**src/rtl/wordle_pkg.sv**
```systemverilog
// Shared widths, ASCII codes, colour codes and state encodings for the Wordle guess path.
package wordle_pkg;

    localparam int unsigned WORD_LEN = 5;
    localparam int unsigned CHAR_W   = 8;
    localparam int unsigned COL_W    = 2;
    localparam int unsigned IDX_W    = 3;
    localparam int unsigned WORD_W   = WORD_LEN * CHAR_W;
    localparam int unsigned SCORE_W  = WORD_LEN * COL_W;
    localparam int unsigned ST_W     = 5;
    localparam int unsigned PH_W     = 3;

    localparam logic [CHAR_W-1:0] ASCII_BS   = 8'h08;
    localparam logic [CHAR_W-1:0] ASCII_CR   = 8'h0D;
    localparam logic [CHAR_W-1:0] ASCII_UA   = 8'h41;
    localparam logic [CHAR_W-1:0] ASCII_UZ   = 8'h5A;
    localparam logic [CHAR_W-1:0] ASCII_LA   = 8'h61;
    localparam logic [CHAR_W-1:0] ASCII_LZ   = 8'h7A;
    localparam logic [CHAR_W-1:0] ASCII_CASE = 8'h20;

    localparam logic [COL_W-1:0] COL_GREY   = 2'b00;
    localparam logic [COL_W-1:0] COL_YELLOW = 2'b01;
    localparam logic [COL_W-1:0] COL_GREEN  = 2'b10;

    localparam logic [IDX_W-1:0] LAST_IDX = IDX_W'(WORD_LEN - 1);
    localparam logic [IDX_W-1:0] CUR_FULL = IDX_W'(WORD_LEN);

    // Top-level handshake states, one-hot to match the game SM
    localparam logic [ST_W-1:0] ST_IDLE    = 5'b00001;
    localparam logic [ST_W-1:0] ST_ENTRY   = 5'b00010;
    localparam logic [ST_W-1:0] ST_SCORE_G = 5'b00100;
    localparam logic [ST_W-1:0] ST_SCORE_Y = 5'b01000;
    localparam logic [ST_W-1:0] ST_PRESENT = 5'b10000;

    // Score engine phases
    localparam logic [PH_W-1:0] PH_IDLE   = 3'b001;
    localparam logic [PH_W-1:0] PH_GREEN  = 3'b010;
    localparam logic [PH_W-1:0] PH_YELLOW = 3'b100;

    typedef logic [WORD_LEN-1:0][CHAR_W-1:0] word_t;
    typedef logic [WORD_LEN-1:0][COL_W-1:0]  score_t;

    // Letter 0 sits in the most significant slot of a packed word
    function automatic logic [IDX_W-1:0] slot(input logic [IDX_W-1:0] idx);
        return LAST_IDX - idx;
    endfunction

endpackage

```
**src/rtl/wordle_score_engine.sv**
```systemverilog
// Multi-cycle Wordle scorer: 5-cycle green pass then 25-cycle yellow pass with a used-letter mask.
module wordle_score_engine
    import wordle_pkg::*;
(
    input  logic               i_clk,
    input  logic               i_rst_n,
    input  logic               i_start,
    input  logic               i_clear,
    input  logic [WORD_W-1:0]  i_guess,
    input  logic [WORD_W-1:0]  i_target,
    output logic [SCORE_W-1:0] o_score,
    output logic               o_done,
    output logic               o_in_yellow
);

    logic [PH_W-1:0]     r_phase;
    logic [IDX_W-1:0]    r_i;
    logic [IDX_W-1:0]    r_j;
    logic [WORD_LEN-1:0] r_used;
    score_t              r_score;
    logic                r_matched;
    logic                r_done;

    logic [PH_W-1:0]     w_phase_nxt;
    logic [IDX_W-1:0]    w_i_nxt;
    logic [IDX_W-1:0]    w_j_nxt;
    logic [WORD_LEN-1:0] w_used_nxt;
    score_t              w_score_nxt;
    logic                w_matched_nxt;
    logic                w_done_nxt;

    word_t               w_guess;
    word_t               w_target;
    logic                w_hit_green;
    logic                w_hit_yellow;

    assign w_guess  = i_guess;
    assign w_target = i_target;

    assign w_hit_green  = (w_guess[slot(r_i)] == w_target[slot(r_i)]);
    // A guess letter earns yellow once, from the lowest unused target position
    assign w_hit_yellow = (r_score[slot(r_i)] != COL_GREEN) && !r_used[r_j] && !r_matched
                          && (w_guess[slot(r_i)] == w_target[slot(r_j)]);

    always_comb begin
        w_phase_nxt   = r_phase;
        w_i_nxt       = r_i;
        w_j_nxt       = r_j;
        w_used_nxt    = r_used;
        w_score_nxt   = r_score;
        w_matched_nxt = r_matched;
        w_done_nxt    = 1'b0;
        if (i_clear) begin
            w_phase_nxt   = PH_IDLE;
            w_i_nxt       = '0;
            w_j_nxt       = '0;
            w_used_nxt    = '0;
            w_score_nxt   = '0;
            w_matched_nxt = 1'b0;
        end else begin
            case (r_phase)
                PH_IDLE: begin
                    if (i_start) begin
                        w_phase_nxt   = PH_GREEN;
                        w_i_nxt       = '0;
                        w_j_nxt       = '0;
                        w_used_nxt    = '0;
                        w_score_nxt   = '0;
                        w_matched_nxt = 1'b0;
                    end
                end
                PH_GREEN: begin
                    if (w_hit_green) begin
                        w_score_nxt[slot(r_i)] = COL_GREEN;
                        w_used_nxt[r_i]        = 1'b1;
                    end
                    if (r_i == LAST_IDX) begin
                        w_phase_nxt   = PH_YELLOW;
                        w_i_nxt       = '0;
                        w_j_nxt       = '0;
                        w_matched_nxt = 1'b0;
                    end else begin
                        w_i_nxt = r_i + IDX_W'(1);
                    end
                end
                PH_YELLOW: begin
                    if (w_hit_yellow) begin
                        w_score_nxt[slot(r_i)] = COL_YELLOW;
                        w_used_nxt[r_j]        = 1'b1;
                        w_matched_nxt          = 1'b1;
                    end
                    if (r_j == LAST_IDX) begin
                        w_j_nxt       = '0;
                        w_matched_nxt = 1'b0;
                        if (r_i == LAST_IDX) begin
                            w_phase_nxt = PH_IDLE;
                            w_i_nxt     = '0;
                            w_done_nxt  = 1'b1;
                        end else begin
                            w_i_nxt = r_i + IDX_W'(1);
                        end
                    end else begin
                        w_j_nxt = r_j + IDX_W'(1);
                    end
                end
                default: begin
                    w_phase_nxt = PH_IDLE;
                end
            endcase
        end
    end

    always_ff @(posedge i_clk or negedge i_rst_n) begin
        if (!i_rst_n) begin
            r_phase   <= PH_IDLE;
            r_i       <= '0;
            r_j       <= '0;
            r_used    <= '0;
            r_score   <= '0;
            r_matched <= 1'b0;
            r_done    <= 1'b0;
        end else begin
            r_phase   <= w_phase_nxt;
            r_i       <= w_i_nxt;
            r_j       <= w_j_nxt;
            r_used    <= w_used_nxt;
            r_score   <= w_score_nxt;
            r_matched <= w_matched_nxt;
            r_done    <= w_done_nxt;
        end
    end

    assign o_score     = r_score;
    assign o_done      = r_done;
    assign o_in_yellow = (r_phase == PH_YELLOW);

endmodule

```
**src/rtl/wordle_guess_ctrl.sv**
```systemverilog
// Keyboard entry buffer, guess scoring sequencer and valid/ack presentation to the game SM.
module wordle_guess_ctrl
    import wordle_pkg::*;
(
    input  logic               i_clk,
    input  logic               i_rst_n,
    input  logic               i_round_start,
    input  logic [WORD_W-1:0]  i_target_word,
    input  logic               i_key_valid,
    input  logic [CHAR_W-1:0]  i_key_code,
    output logic               o_key_ready,
    output logic [IDX_W-1:0]   o_cursor,
    output logic               o_reject,
    output logic               o_guess_valid,
    input  logic               i_guess_ack,
    output logic [WORD_W-1:0]  o_guess_word,
    output logic [SCORE_W-1:0] o_guess_score,
    output logic               o_win,
    output logic               o_busy
);

    logic [ST_W-1:0]  r_state;
    word_t            r_target;
    word_t            r_buf;
    logic [IDX_W-1:0] r_cursor;
    logic             r_key_ready;
    logic             r_busy;
    logic             r_guess_valid;
    logic             r_win;
    logic             r_reject;

    logic [ST_W-1:0]  w_state_nxt;
    word_t            w_target_nxt;
    word_t            w_buf_nxt;
    logic [IDX_W-1:0] w_cursor_nxt;
    logic             w_win_nxt;
    logic             w_reject_nxt;
    logic             w_start_c;
    logic             w_clear_c;

    logic             w_is_upper;
    logic             w_is_lower;
    logic [CHAR_W-1:0] w_letter;
    logic [SCORE_W-1:0] w_score;
    logic             w_done;
    logic             w_in_yellow;

    assign w_is_upper = (i_key_code >= ASCII_UA) && (i_key_code <= ASCII_UZ);
    assign w_is_lower = (i_key_code >= ASCII_LA) && (i_key_code <= ASCII_LZ);
    assign w_letter   = w_is_lower ? (i_key_code - ASCII_CASE) : i_key_code;

    wordle_score_engine u_score (
        .i_clk       (i_clk),
        .i_rst_n     (i_rst_n),
        .i_start     (w_start_c),
        .i_clear     (w_clear_c),
        .i_guess     (r_buf),
        .i_target    (r_target),
        .o_score     (w_score),
        .o_done      (w_done),
        .o_in_yellow (w_in_yellow)
    );

    // Next-state and datapath updates; round_start overrides every state
    always_comb begin
        w_state_nxt  = r_state;
        w_target_nxt = r_target;
        w_buf_nxt    = r_buf;
        w_cursor_nxt = r_cursor;
        w_win_nxt    = r_win;
        w_reject_nxt = 1'b0;
        w_start_c    = 1'b0;
        w_clear_c    = 1'b0;
        if (i_round_start) begin
            w_state_nxt  = ST_ENTRY;
            w_target_nxt = i_target_word;
            w_buf_nxt    = '0;
            w_cursor_nxt = '0;
            w_clear_c    = 1'b1;
        end else begin
            case (r_state)
                ST_IDLE: begin
                    w_state_nxt = ST_IDLE;
                end
                ST_ENTRY: begin
                    if (i_key_valid) begin
                        if (w_is_upper || w_is_lower) begin
                            if (r_cursor != CUR_FULL) begin
                                w_buf_nxt[slot(r_cursor)] = w_letter;
                                w_cursor_nxt              = r_cursor + IDX_W'(1);
                            end
                        end else if (i_key_code == ASCII_BS) begin
                            if (r_cursor != '0) begin
                                w_cursor_nxt                  = r_cursor - IDX_W'(1);
                                w_buf_nxt[slot(w_cursor_nxt)] = '0;
                            end
                        end else if (i_key_code == ASCII_CR) begin
                            if (r_cursor == CUR_FULL) begin
                                w_state_nxt = ST_SCORE_G;
                                w_start_c   = 1'b1;
                            end else begin
                                w_reject_nxt = 1'b1;
                            end
                        end
                    end
                end
                ST_SCORE_G: begin
                    if (w_in_yellow) begin
                        w_state_nxt = ST_SCORE_Y;
                    end
                end
                ST_SCORE_Y: begin
                    if (w_done) begin
                        w_state_nxt = ST_PRESENT;
                        w_win_nxt   = (w_score == {WORD_LEN{COL_GREEN}});
                    end
                end
                ST_PRESENT: begin
                    if (i_guess_ack) begin
                        w_state_nxt  = ST_ENTRY;
                        w_buf_nxt    = '0;
                        w_cursor_nxt = '0;
                        w_clear_c    = 1'b1;
                    end
                end
                default: begin
                    w_state_nxt = ST_IDLE;
                end
            endcase
        end
        if (w_state_nxt != ST_PRESENT) begin
            w_win_nxt = 1'b0;
        end
    end

    always_ff @(posedge i_clk or negedge i_rst_n) begin
        if (!i_rst_n) begin
            r_state       <= ST_IDLE;
            r_target      <= '0;
            r_buf         <= '0;
            r_cursor      <= '0;
            r_key_ready   <= 1'b0;
            r_busy        <= 1'b0;
            r_guess_valid <= 1'b0;
            r_win         <= 1'b0;
            r_reject      <= 1'b0;
        end else begin
            r_state       <= w_state_nxt;
            r_target      <= w_target_nxt;
            r_buf         <= w_buf_nxt;
            r_cursor      <= w_cursor_nxt;
            r_key_ready   <= (w_state_nxt == ST_ENTRY);
            r_busy        <= (w_state_nxt == ST_SCORE_G) || (w_state_nxt == ST_SCORE_Y)
                             || (w_state_nxt == ST_PRESENT);
            r_guess_valid <= (w_state_nxt == ST_PRESENT);
            r_win         <= w_win_nxt;
            r_reject      <= w_reject_nxt;
        end
    end

    assign o_key_ready   = r_key_ready;
    assign o_cursor      = r_cursor;
    assign o_reject      = r_reject;
    assign o_guess_valid = r_guess_valid;
    assign o_guess_word  = r_buf;
    assign o_guess_score = w_score;
    assign o_win         = r_win;
    assign o_busy        = r_busy;

endmodule

```
**config.mk**
```make
export PLATFORM = sky130hd
export DESIGN_NAME = wordle_guess_ctrl
export DESIGN_NICKNAME = d
export VERILOG_FILES = /design/src/rtl/wordle_pkg.sv /design/src/rtl/wordle_score_engine.sv /design/src/rtl/wordle_guess_ctrl.sv
export SDC_FILE = /design/constraint.sdc
export NUM_CORES = 1
export LEC_CHECK = 0
export BUFFER_PORTS_ARGS = -buffer_cell sky130_fd_sc_hd__buf_2
export CELL_PAD_IN_SITES_DETAIL_PLACEMENT = 0
export CELL_PAD_IN_SITES_GLOBAL_PLACEMENT = 1
export CORE_AREA = 2 2 123 125
export CTS_BUF_LIST = sky130_fd_sc_hd__clkbuf_16
export DETAILED_ROUTE_END_ITERATION = 8
export DIE_AREA = 0 0 125 127
export GPL_TIMING_DRIVEN = 0
export PLACE_DENSITY_LB_ADDON = 0.25
export RECOVER_POWER = 50
export SLEW_MARGIN = 20
export SYNTH_ARGS = -nofsm -noshare
export SYNTH_HDL_FRONTEND = slang
export SYNTH_SLANG_ARGS = --single-unit
```
**constraint.sdc**
```tcl
create_clock -name i_clk -period 6.3 [get_ports i_clk]
set_clock_uncertainty 0.1 [all_clocks]
set_input_delay 0.945 -clock i_clk [delete_from_list [all_inputs] [get_ports i_clk]]
set_output_delay 0.945 -clock i_clk [all_outputs]
set_load 0.05 [all_outputs]
```
==> results of run 1 <==
routing by layer:
metal  up-vias  track usage, %
li1       2737               -
met3        22           6.407
met4         0           8.235
met2       262           40.70
met1      2990           38.32
met5         -               0
through the flow:
| step | cells | hold WS [ns] |
|---|---|---|
| floorplan | 659 | 0.3503 |
| global placement | 948 | 0.3692 |
| detailed placement | 949 | 0.3832 |
| CTS | 981 | 0.3963 |
| global route | 981 | 0.4178 |
| finish | 981 | 0.3950 |
final cells by class:
class | count | area share [%]
Sequential cell | 119 | 36.57
Buffer | 35 | 2.103
Inverter | 21 | 0.9673
Tap cell | 184 | 2.825
Timing Repair Buffer | 106 | 6.157
Clock buffer | 17 | 5.220
Clock inverter | 15 | 2.349
Multi-Input combinational cell | 484 | 43.80
worst max path at each step:
stage	endpoint	slack (ns)	cells after the start
floorplan	u_score.o_score[1]	2.59	15
global placement	u_score.o_score[9]	1.64	15
detailed placement	u_score.o_score[1]	1.63	15
CTS	u_score.o_score[1]	1.61	15
global route	o_guess_word[30]	1.06	2
finish	u_score.o_score[1]	1.49	15
state kept, by name (all words and copies together), names as in the netlist:
signal / flops
u_score.r_j: 3
o_reject: 1
u_score.r_matched: 1
o_cursor: 3
o_busy: 1
o_key_ready: 1
r_target: 40
u_score.r_phase: 3
u_score.r_i: 3
u_score.o_score: 10
u_score.r_used: 5
r_state: 5
o_win: 1
u_score.o_done: 1
o_guess_valid: 1
o_guess_word: 40
power by group:
group	switching, mW	total [mW]	internal, mW
logic	0.245	0.376	0.131
clock network	0.392	1.02	0.632
registers	0.0480	0.860	0.812
total	0.685	2.26	1.57
cell families after synthesis:
kind of cell / Yosys count / share of synthesized area (%)
AO/OA/AOI/OAI: 195 / 20.83
XOR/XNOR: 16 / 2.061
adder cells (fa/ha/maj): 13 / 2.392
buffers and inverters: 56 / 3.680
flip-flops: 119 / 43.83
multiplexers: 80 / 13.06
AND/OR/NAND/NOR: 180 / 14.15
cells in the final DEF (no fill, tap or decap), types with 19 or more instances in the layout:
cell type and n:
a21oi_1 30, a22o_1 41, buf_2 89, clkbuf_1 41
dfrtp_1 117, inv_1 19, mux2_2 55, mux2i_1 22
nand2_1 48, nor2_1 34, o21ai_0 29
==> results, run 1 <==
- The run finished, with violations left.
- The checks that failed: max-capacitance violations, max-slew violations.
- The area share of the largest cell type after synthesis is 43.05%.
- Setup violations remaining at the end of the flow were counted as 0.
- The design area is 8149 um^2.
- In the final layout, the multi-input gates occupy ~3600 um^2.
- The highest routing layer actually used is met4.
- The number of antenna violations at the first check in global routing was 0.
- In the post-synthesis netlist, the biggest area contributors are dfrtp_1 (43%), mux2_2 (9.1%), a22o_1 (5.3%).
- In this run, synthesis produced a sequential element count of 119.
- The critical path class is reg -> reg.
- The synthesized netlist net count is 725.
- The worst path in the final design needs a cycle of 4.808 ns, including I/O delays and setup.
- The via count of the first global-routing pass is approximately 5.9k.
- The worst-case IR drop observed on VDD is between 0.0002 and 0.00025 V.
- The most used flip-flop cell after synthesis is dfrtp_1.
- The H-tree generated during clock tree synthesis spans 4 levels.
- The boundary pin count is roughly 110.
- Compared with the post-synthesis result, the final layout area differs by 19.83%.
- The number of standard-cell rows in the floorplan is 44.
- For this run, the number of Yosys warnings is 0.
- The global-route total usage across every layer is roughly 27%.
- The floorplan step defined a die boundary enclosing 15880 um^2.
- The worst slew margin relative to its limit is -104.2%.
- The signal on the critical path passes through buf_2, inv_2, ha_1, ha_1, buf_4, nor3b_1, a22oi_1, o21ai_0, xor2_1, nor4_1, a21oi_1, or3_1, buf_2, buf_6, a21o_1.
- The clock latency of the later-clocked register in the worst-skew pair is 0.43 ns.
- The worst-margin pin slew is a little over 3 ns.
- Broken down by cell family, the worst path's largest delay share belongs to simple AND/OR/NAND/NOR gates.
- The post-route netlist has 25.47% of its cells at a drive strength greater than 1.
- Of the available clock period, the critical path in the final layout requires 76.31%.
- The cell area that synthesis handed to floorplanning was 6800 um^2.
- Clock-pin slew was measured on the worst setup and hold paths at 0.06 ns.
- For this run, the post-layout net count is 850.
- The launch point of the worst path is u_score.r_i[0].
- The number of failing hold endpoints at the final stage came to 0.
- The number of antenna diodes is 0.
- Sequential cells were found to cover 43.83% of the synthesized design area.
- The areal power density over the cells is 277.2 nW/um^2.
- The number of buffer and inverter instances along the worst setup path is 5.
- At the worst endpoint, the required time is 6.51 ns.
- The peak per-stage delay on the critical path is 0.72 ns.
- The layout has approximately 1.3k filler cells.
- In the post-synthesis netlist, the cell with the most instances is dfrtp_1.
- The sum of overflow across all layers after global routing is 0.
- Each instance of the synthesized netlist takes up on average 10.32 um^2.
- The critical-path maximum fanout is 10.
- The synthesized design contains 0 enable-type register cells.
- Buffers placed on the I/O ports in this run total 105.
- The total via count after detailed routing is 6011.
- In the final layout, flip-flops and latches occupy 2980 um^2.
- The count of maximum capacitance violations is 2.
- Buffers inserted to repair hold after CTS numbered 0.
- The number of gates resized after CTS was 0.
- The met3 routed wirelength is approximately 1500 um.
- The final max-slew violation count is 122.
- Based on the critical path, the design can be clocked at up to 208.0 MHz.
- In this run the static leakage power is 3.653 nW.
- After layout, the design draws a total of 2.259 mW.
- The beginning of the worst register-to-register path is u_score.r_i[0].
- Before CTS, the worst setup slack after placement is 1.629 ns.
- The arrival time at the worst endpoint is ~5.0 ns.
- The number of sinks driven by the clock tree is roughly 120.
- The worst-case clock buffer depth is 2.
- The biggest area consumer among synthesized cells is dfrtp_1.
- The wire length after detailed routing is 20940 um.
- The worst register-to-register path has a setup slack of 1.49 ns.
- The worst setup path is captured at a register.
- Ranked by instance count, the synthesized netlist is headed by dfrtp_1 (117), mux2_2 (55), nand2_1 (48), a22o_1 (41), nor2_1 (34).
- From left edge to right edge, the die measures around 130 um.
- The clock tree from TritonCTS is done.
- Once layout is complete, the utilization of the core stands at roughly 56%.
- The sink of the worst hold path is u_score.r_matched.
- The path class of the tightest hold or removal check is reg -> reg.
- In the routed layout, each cell is associated on average with a via count of 6.127.
- The total area inside the core boundary comes to 14420 um^2.
- The largest individual stage delay along the critical path comes from the cell nor3b_1.
- In this run, CTS created clock tree buffers numbering 17.
- After technology mapping, the gate count stands at 659.
- Routability-driven placement finished with a final weighted congestion of 0.8997.
- For this run, design rule violations remaining after detail routing come to 0.
- Post-CTS timing repair inserted 0 buffers for setup.
- Counting cells, the worst reg-to-reg path comes to 15.
- The worst hold path depth is 1.
- Setup total negative slack on the finished layout was measured at 0 ns.
- Setup slack on the critical path of the routed design comes to 1.492 ns.
- The HPWL after detailed placement is between 15000 and 20000 um.
- The count of nets left with antenna violations once routing finished came out at 0.
- The starting density of the core is 47.15%.
- The endpoint identified for the worst register-to-register timing path is u_score.o_score[1].
- In this run, distinct cell masters in the synthesized netlist total 74.
- The detailed router finished its first iteration with 460 violations.
- The worst hold path begins at u_score.r_matched.
- Measured along the y axis, the die boundary spans 127 um.
- The cell area after placement is 7590 um^2.
- The maximum number of pins on one net before global-route repair is 65.
- After detailed routing, the wire length on met1 is 9533 um.
- Setup repair after global routing left no endpoint under its margin.
- Clock tree synthesis selected as its root buffer the cell clkbuf_16.
- The launching element type of the critical path is a register.
- Counting flops with an async set or reset pin after synthesis yields a share of 100.0%.
- The total length of routed met2 wires is approximately 9600 um.
- In the final routed layout, each cell accounts on average for 21.35 um.
- The global-route wire length before repair is 32980 um.
- The first-pass detailed-route iteration total is 5.
Power figures use the tool's default switching activity.
==> inputs of run 2 (changes only) <==
Settings changed: CORE_AREA 2 2 123 125 to 2 2 134 136, DIE_AREA 0 0 125 127 to 0 0 136 138.
Clock period 6.3 ns to 4.19 ns, I/O delays scaled along.
==> results, run 2 (synthesis results as in run 1) <==
- The class of the tightest hold or removal check is in -> reg.
- The smallest hold slack is 0.3231 ns.
- The run finished, with violations left.
- The highest clock rate is around 250 MHz.
- The net switching share of the total power is 31.67%.
- Dividing the detail-routed wire length by the instance count gives 20.38 um.
- The number of antenna violations at the first check in global routing is 0.
- The fill cell instance count of the final layout is 1718.
- The critical path class is reg -> reg.
- For this run, the detailed router's first-pass iteration total came to 6.
- The core occupancy in the finished layout is 47.13%.
- The worst path uses roughly 96% of the clock period.
- The number of failing hold endpoints at the final stage is 0.
- In this run the horizontal extent of the chip is 136 um.
- The starting density of the core is 38.78%.
- The number of nets still failing antenna checks after routing is 0.
- Subtracting the final worst setup slack from the clock period gives 4.002 ns.
- Measured along the y axis, the die boundary spans 138 um.
- In this run the tightest slew margin relative to its limit is -117.7%.
- The number of sinks driven by the clock tree is 119.
- The fraction of final layout cells with drive strength greater than 1 is a little over a quarter.
- The clock buffer count from CTS is 17.
- Power spread over the standard cell area amounts to about 400 nW/um^2.
- The total leakage power is 3.662 nW.
- The relative contribution of the clock network to total power is a little over two fifths.
- The data required time of the worst path is between 4 and 5 ns.
- The most common cell after layout, fill and taps aside is dfrtp_1.
- The layout overhead on the synthesized area is 21.53%.
- The worst register-to-register path ends at u_score.o_score[6].
- The global-route total usage across every layer is 22.91%.
- The DRC violation count after routing is 0.
- The clock root buffer is clkbuf_16.
- 111 I/O pins were placed.
- Setup repair after global routing left no endpoint under its margin.
- After clock tree synthesis, the clock-pin slew on the worst setup and hold paths is 0.06 ns.
- The count of maximum capacitance violations is 1.
- The routed layout has 5869 vias.
- The flop-to-flop setup slack is 0.19 ns.
- The sink of the worst hold path is r_target[13].
- The die area is 18770 um^2.
- The maximum level of the CTS H-tree is 4.
- The total overflow left after global routing is 0.
- Along the worst path, the maximum fanout reaches 10.
- The worst register-to-register path begins at u_score.r_i[0].
- The number of cells on the worst reg-to-reg path is 16.
- Port buffering added 105 buffers.
- In this run the standard cell core region covers 17530 um^2.
- The checks that failed: max-capacitance violations, max-slew violations.
- The number of DRC markers after the initial detailed-route iteration is between 500 and 600.
- In the layout the commonest cells are dfrtp_1 (116), buf_2 (85), mux2_2 (55), nand2_1 (48), a22o_1 (41).
- Once detailed placement completed, the half-perimeter wirelength came to 15530 um.
- The quantity of hold-fixing buffers added after cts is 0.
- The worst setup path is captured at a register.
- The internal cell power is 2.261 mW.
- The part of the power in combinational logic is 17.0%.
- In this run the most critical hold path is launched from i_target_word[13].
- TritonCTS built the clock tree.
- At the end of routability-driven placement, the weighted congestion stood at 0.9199.
- The clock passes through at most 2 buffers.
- The arrival time at the worst endpoint is 4.22 ns.
- The sum of negative setup slack is 0 ns.
- The maximum ir drop on the vdd rail is between 0.0002 and 0.0003 V.
- The final max-slew violation count is roughly 60.
- In the routed layout, each cell is associated on average with a via count of 5.715.
- Entering global routing, the biggest net connects 62 pins.
- The worst hold path depth is 2.
- The proportion of power drawn by flip-flops and latches is 39.0%.
- For this block, the routed nets add up to 20930 um of wire.
- STA classifies the critical path startpoint as a register.
- The worst-margin pin slew is 3.265 ns.
- Clock latency on the worst-skew pair, taken at its later pin, is 0.43 ns.
- The via count of the first global-routing pass was between 5k and 6k.
- The first global-routing pass estimated ~33000 um of wire.
- The final number of setup-violating endpoints is 0.
- The number of standard-cell rows in the floorplan is 49.
- The analysis attributes to net switching a power of between 1 and 1.5 mW.
- The number of antenna diodes is 0.
- In the final design database the tool counted 851 nets.
-- run 2: how the worst max path moves through the flow --
stage / to / start
global placement: u_score.o_score[2] / u_score.r_i[0]
CTS: u_score.o_score[2] / u_score.r_j[0]
floorplan: u_score.o_score[1] / u_score.r_i[0]
global route: u_score.o_score[6] / u_score.r_i[0]
detailed placement: u_score.o_score[2] / u_score.r_i[0]
finish: u_score.o_score[6] / u_score.r_i[0]
-- run 2: routing by layer --
metal | track usage [%] | routed length [um] | share of wire (%)
met1 | 31.49 | 9592 | 46
met2 | 36.68 | 10140 | 48
met3 | 4.657 | 975 | 4.7
met4 | 6.469 | 226 | 1.1
met5 | 0 | 0 | 0
-- run 2: critical path, stage by stage (launching register included) --
cell      delay (ns)
dfrtp_2         0.40
buf_4           0.19
inv_4           0.17
ha_1            0.18
ha_2            0.31
buf_4           0.20
nor2_1          0.17
buf_6           0.19
a32oi_1         0.14
a211oi_1        0.25
a311oi_1        0.09
or3_1           0.37
o31a_1          0.25
or3_1           0.37
buf_2           0.18
buf_6           0.15
a21o_1          0.17
-- run 2: cell type report --
class | instances | area (um^2) | area share [%]
Buffer | 35 | 190.2 | 2.301
Sequential cell | 119 | 2982 | 36.08
Clock buffer | 17 | 425.4 | 5.148
Inverter | 21 | 81.33 | 0.9841
Timing Repair Buffer | 107 | 530.5 | 6.419
Tap cell | 229 | 286.5 | 3.467
Multi-Input combinational cell | 484 | 3612 | 43.71
Clock inverter | 15 | 156.4 | 1.893
-- run 2: what timing repair did --
| item | CTS | global route |
|---|---|---|
| endpoints found under the setup margin | 16 | 15 |
| pin swaps | 0 | 1 |
| gates resized for setup | 12 | 10 |
| buffers inserted | 1 | 0 |
-- run 2: power by group through the flow --
stage / logic [mW] / clock network, mW / registers [mW]
finish: 0.563 / 1.46 / 1.29
CTS: 0.568 / 1.48 / 1.29
global placement: 0.552 / 0 / 1.31
detailed placement: 0.565 / 0 / 1.31
global route: 0.620 / 1.53 / 1.30
floorplan: 0.306 / 0 / 1.38
-- run 2: through the flow --
stage	cell area, um^2	power (mW)	cells	worst slack (ns)
finish	8264	3.310	1027	0.1876
global placement	7612	1.859	993	-0.4822
floorplan	6800	1.686	659	0.4816
detailed placement	7646	1.873	994	-0.5398
CTS	8270	3.340	1027	0.05931
global route	8264	3.454	1027	0.001734
